`config.mk`:
```
export PLATFORM = sky130hd
export DESIGN_NAME = score_display
export DESIGN_NICKNAME = d
export VERILOG_FILES = /design/src/rtl/score_disp_pkg.sv /design/src/rtl/bcd_to_seg7.sv /design/src/rtl/score_display.sv
export SDC_FILE = /design/constraint.sdc
export NUM_CORES = 1
export LEC_CHECK = 0
export ABC_AREA = 1
export BUFFER_PORTS_ARGS = -buffer_cell sky130_fd_sc_hd__buf_2
export CAP_MARGIN = 10
export CORE_UTILIZATION = 60
export CTS_BUF_LIST = sky130_fd_sc_hd__clkbuf_4 sky130_fd_sc_hd__clkbuf_8
export CTS_CLUSTER_DIAMETER = 120
export DETAILED_ROUTE_END_ITERATION = 7
export PLACE_DENSITY = 0.8
export SKIP_LAST_GASP = 1
export SLEW_MARGIN = 15
export SYNTH_ARGS = -nofsm -noshare
export SYNTH_HDL_FRONTEND = slang
export SYNTH_SLANG_ARGS = --single-unit
```
`constraint.sdc`:
```
create_clock -name CLK -period 2.2 [get_ports CLK]
set_input_delay 0.22 -clock CLK [delete_from_list [all_inputs] [get_ports CLK]]
set_output_delay 0.22 -clock CLK [all_outputs]
set_load 0.02 [all_outputs]
```
`src/rtl/score_disp_pkg.sv`:
```
// Shared constants for the score display: active-low segment patterns
// ({g,f,e,d,c,b,a}) and the digit slot order of the 4-digit scan.
package score_disp_pkg;

  localparam logic [6:0] SEG_0     = 7'h40;
  localparam logic [6:0] SEG_1     = 7'h79;
  localparam logic [6:0] SEG_2     = 7'h24;
  localparam logic [6:0] SEG_3     = 7'h30;
  localparam logic [6:0] SEG_4     = 7'h19;
  localparam logic [6:0] SEG_5     = 7'h12;
  localparam logic [6:0] SEG_6     = 7'h02;
  localparam logic [6:0] SEG_7     = 7'h78;
  localparam logic [6:0] SEG_8     = 7'h00;
  localparam logic [6:0] SEG_9     = 7'h10;
  localparam logic [6:0] SEG_DASH  = 7'h3F;
  localparam logic [6:0] SEG_BLANK = 7'h7F;

  // Slot 0 is the rightmost digit; slots 2/3 carry the high score.
  typedef enum logic [1:0] {
    DIG_SL = 2'd0,
    DIG_SH = 2'd1,
    DIG_HL = 2'd2,
    DIG_HH = 2'd3
  } dig_e;

  // High score forced on game over after the counter has overflowed.
  localparam logic [7:0] HI_MAX = 8'h99;

endpackage

```
`src/rtl/bcd_to_seg7.sv`:
```
// Combinational BCD digit to active-low 7-segment decoder; non-decimal
// codes render as a dash.
module bcd_to_seg7
  import score_disp_pkg::*;
(
  input  logic [3:0] value,
  output logic [6:0] seg
);

  always_comb begin
    seg = SEG_DASH;
    case (value)
      4'd0:    seg = SEG_0;
      4'd1:    seg = SEG_1;
      4'd2:    seg = SEG_2;
      4'd3:    seg = SEG_3;
      4'd4:    seg = SEG_4;
      4'd5:    seg = SEG_5;
      4'd6:    seg = SEG_6;
      4'd7:    seg = SEG_7;
      4'd8:    seg = SEG_8;
      4'd9:    seg = SEG_9;
      default: seg = SEG_DASH;
    endcase
  end

endmodule

```
`src/rtl/score_display.sv`:
```
// Score display stage: captures the BCD score, tracks overflow and the
// session high score, and scans both onto a 4-digit common-anode display.
module score_display
  import score_disp_pkg::*;
#(
  parameter int SCAN_DIV  = 50000,
  parameter int BLINK_DIV = 250
) (
  input  logic       CLK,
  input  logic       RESET,
  input  logic       CLR,
  input  logic [3:0] SCORE_L,
  input  logic [3:0] SCORE_H,
  input  logic       SCORE_CA,
  input  logic       GAME_OVER,
  output logic [3:0] AN,
  output logic [6:0] SEG,
  output logic       DP,
  output logic       NEW_HI
);

  localparam int SW = $clog2(SCAN_DIV);
  localparam int BW = (BLINK_DIV > 1) ? $clog2(BLINK_DIV) : 1;
  localparam logic [SW-1:0] SCAN_LAST  = SW'(SCAN_DIV - 1);
  localparam logic [BW-1:0] BLINK_LAST = BW'(BLINK_DIV - 1);

  logic [3:0]    s_l_reg, s_h_reg;
  logic          s_ca_reg;
  logic          ovf_reg, ovf_next;
  logic [3:0]    hi_l_reg, hi_l_next, hi_h_reg, hi_h_next;
  logic          new_hi_reg, new_hi_next;
  logic [SW-1:0] scan_cnt_reg, scan_cnt_next;
  dig_e          dig_reg, dig_next;
  logic [BW-1:0] blink_cnt_reg, blink_cnt_next;
  logic          phase_on_reg, phase_on_next;
  logic [3:0]    an_reg, an_next;
  logic [6:0]    seg_reg, seg_next;
  logic          dp_reg, dp_next;

  logic          tick, hi_set, show;
  logic [3:0]    digit_val;
  logic [6:0]    digit_seg;

  always_comb begin
    tick           = (scan_cnt_reg == SCAN_LAST);
    scan_cnt_next  = tick ? '0 : scan_cnt_reg + 1'b1;
    dig_next       = tick ? dig_e'(dig_reg + 2'd1) : dig_reg;

    // Compare uses the registered overflow, so a simultaneous CLR still
    // lets an overflowed game claim the maximum high score.
    hi_set         = GAME_OVER && (ovf_reg || ({s_h_reg, s_l_reg} > {hi_h_reg, hi_l_reg}));
    hi_l_next      = hi_l_reg;
    hi_h_next      = hi_h_reg;
    if (hi_set) begin
      if (ovf_reg) {hi_h_next, hi_l_next} = HI_MAX;
      else         {hi_h_next, hi_l_next} = {s_h_reg, s_l_reg};
    end

    new_hi_next    = new_hi_reg;
    if (hi_set)   new_hi_next = 1'b1;
    else if (CLR) new_hi_next = 1'b0;

    ovf_next       = CLR ? 1'b0 : (ovf_reg | s_ca_reg);

    blink_cnt_next = blink_cnt_reg;
    phase_on_next  = phase_on_reg;
    if (hi_set || !new_hi_next) begin
      blink_cnt_next = '0;
      phase_on_next  = 1'b1;
    end else if (tick) begin
      if (blink_cnt_reg == BLINK_LAST) begin
        blink_cnt_next = '0;
        phase_on_next  = ~phase_on_reg;
      end else begin
        blink_cnt_next = blink_cnt_reg + 1'b1;
      end
    end
  end

  // Digit mux: choose value and visibility for the slot currently scanned.
  always_comb begin
    digit_val = s_l_reg;
    show      = 1'b1;
    case (dig_reg)
      DIG_SL: begin digit_val = s_l_reg;  show = 1'b1;                                end
      DIG_SH: begin digit_val = s_h_reg;  show = (s_h_reg != 4'd0) || ovf_reg;       end
      DIG_HL: begin digit_val = hi_l_reg; show = phase_on_reg;                       end
      DIG_HH: begin digit_val = hi_h_reg; show = (hi_h_reg != 4'd0) && phase_on_reg; end
      default: begin digit_val = s_l_reg; show = 1'b1;                               end
    endcase
    seg_next = show ? digit_seg : SEG_BLANK;
    dp_next  = ~((dig_reg == DIG_SH) && ovf_reg);
  end

  bcd_to_seg7 u_dec (
    .value (digit_val),
    .seg   (digit_seg)
  );

  generate
    for (genvar gi = 0; gi < 4; gi++) begin : g_an
      assign an_next[gi] = ~(show && (dig_reg == 2'(gi)));
    end
  endgenerate

  always_ff @(posedge CLK) begin
    if (RESET) begin
      s_l_reg       <= '0;
      s_h_reg       <= '0;
      s_ca_reg      <= 1'b0;
      ovf_reg       <= 1'b0;
      hi_l_reg      <= '0;
      hi_h_reg      <= '0;
      new_hi_reg    <= 1'b0;
      scan_cnt_reg  <= '0;
      dig_reg       <= DIG_SL;
      blink_cnt_reg <= '0;
      phase_on_reg  <= 1'b1;
      an_reg        <= 4'b1111;
      seg_reg       <= SEG_BLANK;
      dp_reg        <= 1'b1;
    end else begin
      s_l_reg       <= SCORE_L;
      s_h_reg       <= SCORE_H;
      s_ca_reg      <= SCORE_CA;
      ovf_reg       <= ovf_next;
      hi_l_reg      <= hi_l_next;
      hi_h_reg      <= hi_h_next;
      new_hi_reg    <= new_hi_next;
      scan_cnt_reg  <= scan_cnt_next;
      dig_reg       <= dig_next;
      blink_cnt_reg <= blink_cnt_next;
      phase_on_reg  <= phase_on_next;
      an_reg        <= an_next;
      seg_reg       <= seg_next;
      dp_reg        <= dp_next;
    end
  end

  assign AN     = an_reg;
  assign SEG    = seg_reg;
  assign DP     = dp_reg;
  assign NEW_HI = new_hi_reg;

endmodule

```
**Yosys cells after proc, flatten, opt, wreduce, memory -nomap -nowiden**

Memory sizes are Yosys's and may differ from the RTL's. A register that Yosys moved wholly into a read port is not among the register bits.
Cells that the tools add are included.

- Memories kept: 1
- Word-level logic and storage cells: 57
- ROM bits: 112
- Output and inout bits: 13
- Bits in latches: 0
- Register bits: 51
- Bits in writable memories: 0
- Input port bits: 13

Memories:

| name | depth | width | read ports | clocked after memory_dff | wr ports | RTL line | RTL |
|---|---|---|---|---|---|---|---|
| (no name shown) | 16 | 7 | 1 | 1 | 0 | bcd_to_seg7.sv:12 | `case (value)` |

- Shift-type cells: 0
- Reduce and logical (&&, ||, !) cells: 19
- Order comparisons: 1
- $add $sub $neg: 3
- Equal/unequal tests: 5
- Muxes and demuxes: 7
- Bitwise logic cells: 8
- Div/mod/pow operators: 0
- Multipliers: 0

Operator list:

| kind | number |
|---|---|
| $add 16x1->16 const B | 1 |
| $eq 16x16->1 const B | 1 |
| $pmux 4 s4 | 1 |
| $add 8x1->8 const B | 1 |
| $eq 8x8->1 const B | 1 |
| $gt 8x8->1 | 1 |
| $mux 4 | 2 |
| $mux 8 | 1 |
| $reduce_bool 4->1 | 2 |
| $reduce_or 2->1 | 4 |
| $logic_and 1x1->1 | 7 |
| $not 1->1 | 7 |
| $eq 2x2->1 const B | 2 |
| $pmux 1 s4 | 1 |
| $logic_or 1x1->1 | 3 |
| $add 2x1->2 const B | 1 |
| $eq 2x1->1 const B | 1 |
| $logic_not 2->1 | 1 |
| $mux 1 | 2 |
| $reduce_and 2->1 | 1 |
| $logic_not 1->1 | 1 |
| $or 1x1->1 | 1 |

**Logic depth before layout (Yosys ltp)**

- Word-level depth: 7
- Depth in mapped cells: 15
- Mapped depth without buffers: 15

**Hierarchy**

A second synthesis with hierarchy kept.

- Cell total of the unflattened synthesis: 430
- Area, all modules: 3045.4 um^2

Modules (own cells, without submodules):

| module | cells an instance | instances | area an instance (um^2) | seq. area each (um^2) |
|---|---|---|---|---|
| score_display | 395 | 1 | 2857.7 | 1161.1 |
| bcd_to_seg7 | 35 | 1 | 187.7 | 0.0 |

**Least setup slack after synthesis**

OpenSTA, ideal clock, no wires.

- Path type: reg2reg
- Start point: register dig_reg[0]
- End point: register seg_reg[6] (netlist: SEG[6])
- Required time: 2.086 ns
- Stages on the path, launching flop included: 11
- Period minus slack after synthesis: 1.953 ns
- Data arrival time: 1.838 ns
- Path buffers: 0
- Setup time: 0.114 ns
- Path slack: 0.247 ns
- Path through: dfxtp_1 inv_1 ha_1 a21oi_1 o211ai_1 o21ai_0 inv_1 ha_1 or2_2 nand3_1 nand2_1

- Word-level cells in the longest chain between the ends: 4
- Elaborated cells on any way between the ends: 8
- Those cells by class: 3 x eq/ne; 2 x mux; 1 x bitwise; 2 x reduce/logical

RTL lines:

| item | RTL line | RTL |
|---|---|---|
| start: declaration | score_display.sv:33 | `dig_e dig_reg, dig_next;` |
| start signal: assignment | score_display.sv:131 | `dig_reg <= dig_next;` |
| $eq 2x2->1, or another cell as far along | score_display.sv:84 | `case (dig_reg)` |
| $pmux 1 s4 | score_display.sv:84 |  |
| $not 1->1 (no source line) | n/a |  |
| $reduce_or 2->1 (no source line) | n/a |  |
| end: declaration | score_display.sv:37 | `logic [6:0] seg_reg, seg_next;` |

Several ways; a longest one is shown, not always the timed one.
A chain may end at the register's enable or synchronous reset.

**Final worst setup path**

Same ends and word-level chain as after synthesis.

==> results.yml <==
synth:
  synthTopCellsByCount: "79 x nand2_1, 59 x inv_1, 58 x dfxtp_1, 49 x nor2_1, 31 x a21oi_1"
  yosys_warnings: 0
  synth_top_area_share_pct: 40.3
  synth_top_area_cell: "dfxtp_1"
  synth_area_leaders: "dfxtp_1 40%, nand2_1 10%, ha_1 9.1%"
  ys_seq_area_share_pct: 40.3
  dominantRegCellSynth: "dfxtp_1"
  synth_edf_count: 0
  yosysMostFrequentCell: "nand2_1"
  ys_seq_elements: 58
  synth_nets: 429
  async_reset_ff_share_pct: 0
  ys_types: 32
  synth_area_sq_um: 2880
  syn_inst: 395
  syn_avg_cell_area_sq_um: 7.29
floorplan:
  dieArea_sq_um: 5080
  core-area_sq_um: 4470
  core.rowCount: 24
  die_y_um: 71.3
  ios: 26
  die-width_um: 71.3
  start_util_pct: 64.3
critical_path:
  cp_slowest_stage_delay_ps: 360
  critPathCaptureType: "register"
  crit_slowest_cell: "dfxtp_1"
  reg2reg_from: "dig_reg[0]"
  cp_common_cell: "inv_1"
  worstPathRequired_ps: 2420
  reg2reg_slack_ps: 160
  crit_chain: "inv_1, ha_2, a21oi_1, o211ai_1, o21ai_0, inv_1, ha_1, or2_2, nand3_1, nand2_1"
  rr_endpoint: "SEG[6]"
  criticalPathCategory: "reg -> reg"
  crit_path_max_fanout: 6
  arrival_ps: 2260
  r2r_cells: 10
  start_kind: "register"
cts:
  tritoncts: "yes"
  htree_levels: 3
  clock_latency_ps: 330
  cts_root_buf: "clkbuf_8"
  clk_pin_slew_ps: 60
  cts_buffers: 9
  cts_sinks: 58
  max-clock-path-buffers: 2
grt:
  grt_max_degree: 14
  grt_pass1_vias: 2112
  overflow: 0
  grt_use_met1_pct: 30.7
  met2_usage_pct: 35.8
  grt-busiest-layer: "met2"
  grt_pass1_wl_um: 9230
  grt_use_total_pct: 23.1
  antenna_found_initial: 0
  met3_usage_pct: 4.92
status:
  violations: "DRC"
  status: "complete, but fails checks"
route:
  antenna_left: 0
  route.vias.total: 2486
  dr.pass1.iters: 6
  via_per_inst: 5.07
  drcViolationCount: 2
  routedWlPerCell_um: 11.3
  drt_iter0_drc: 192
  routed_wl_um: 5510
power:
  power_frac_comb_pct: 13.1
  seq_power_share_pct: 44.9
  p_int_mw: 1.91
  p_sw_uw: 626
  sw_frac_of_total_pct: 24.7
  irDropWorstVdd_mv: 0.581
  cellPowerDensity_nw_per_um2: 761
  power_frac_clock_pct: 42.0
  leakage_nw: 1.54
sta:
  hold_viol: 0
  period_needed_ps: 2040
  fmax_mhz: 491
  tightest_slew_ps: 473
  slew_viol_final: 0
  finalSetupTns_ps: 0
  finalCritPeriodShare_pct: 92.6
  slew_headroom_pct: 68.1
  clock-skew-final_ps: 4.59
  holdWs_ps: 78.1
  rsz0062_at_grt: "false"
  setup_violations: 0
finish:
  area_delta_synth_final_pct: 15.8
  final_core_util_pct: 74.5
  num-nets-final: 467
  largest_reg_flops: 16
  n_antenna_cell: 0
  finalInstanceArea_sq_um: 3330
  fillers: 353
  drive_above_1_share_pct: 15.5
place:
  hpwl_um: 4040
  gp_congestion: 0.859
  post_dp_cell_area_sq_um: 3110
  io_buffers: 25
worst_hold_path:
  hold_end: "ovf_reg"
  min_path_type: "in -> reg"
  hold_path_depth: 2
  hold_path.startpoint: "CLR"
run:
  cap_violations: 0
==> cell usage in the layout (no fill, tap or decap), types with 2 or more instances in the layout <==
master and instances:
nand3_1 23, nor3_1 9, o22ai_1 2, o21ai_0 12, o211ai_1 2, nand4_1 11, xor2_1 5, inv_1 59
dfxtp_1 58, nor2_1 49, a21o_1 2, nand2_2 4, buf_2 25, nand2_1 79, clkbuf_4 2, nor2_2 4
or2_2 4, a21oi_1 31, clkbuf_8 13, ha_1 20, buf_4 9, nor3b_1 2
==> worst max-delay path, delay by kind of cell, from the launching register on <==
| kind | cells | cell delay (ps) |
|---|---|---|
| DFF | 1 | 360 |
| adders and majority gates | 2 | 460 |
| AOI/OAI and AO/OA | 3 | 430 |
| and+or+nand+nor | 3 | 430 |
| buffers and inverters | 2 | 250 |
==> cell type report <==
cell class	instances	area, sq um	share of cell area, %
Tap cell	52	65.1	1.95
Inverter	59	221	6.64
Timing Repair Buffer	34	193	5.78
Clock buffer	15	194	5.82
Multi-Input combinational cell	271	1470	44.1
Clock inverter	1	30.0	0.901
Sequential cell	58	1160	34.8
==> power by group through the flow <==
stage	clock (mW)	sequential (mW)	combinational, mW
after floorplan	0	1.17	0.224
after global placement	0	1.16	0.321
after detailed placement	0	1.16	0.329
after CTS	1.08	1.14	0.331
after global routing	1.12	1.14	0.380
final	1.07	1.14	0.332
==> per-layer routing <==
layer | routed length, um | part of all wire, %
met3 | 180 | 3.3
met1 | 2740 | 50
met4 | 94 | 1.7
met2 | 2500 | 45
met5 | 0 | 0
==> through the flow <==
step	setup slack (ps)	cells	power, mW
6_report	162	490	2.54
3_5_place_dp	133	474	1.49
5_1_grt	6.46	490	2.65
2_1_floorplan	247	395	1.39
4_1_cts	89.7	490	2.55
3_3_place_gp	239	474	1.48
==> worst max path at each step <==
stage,cells past startpoint,from,to,slack [ps]
final,10,dig_reg[0],SEG[6],160
after CTS,10,dig_reg[0],SEG[6],90
after global routing,10,dig_reg[0],SEG[6],6
after floorplan,10,dig_reg[0],SEG[6],250
after global placement,10,dig_reg[0],SEG[6],240
after detailed placement,10,dig_reg[0],SEG[6],130
==> cell families after synthesis <==
logic type / after synthesis / synth area share, %
compound gates: 53 / 10.1
xor+xnor: 6 / 1.83
fa+ha+maj: 21 / 9.13
buf+inv: 66 / 8.73
flops: 58 / 40.3
simple gates: 191 / 29.9
==> repair_timing <==
| item | in CTS | in global routing |
|---|---|---|
| endpoints found under the setup margin | 0 | 2 |
| setup buffers | 0 | 0 |
| gates resized for setup | 0 | 1 |
| hold buffers | 0 | 0 |
(Power assumes the default switching activity.)
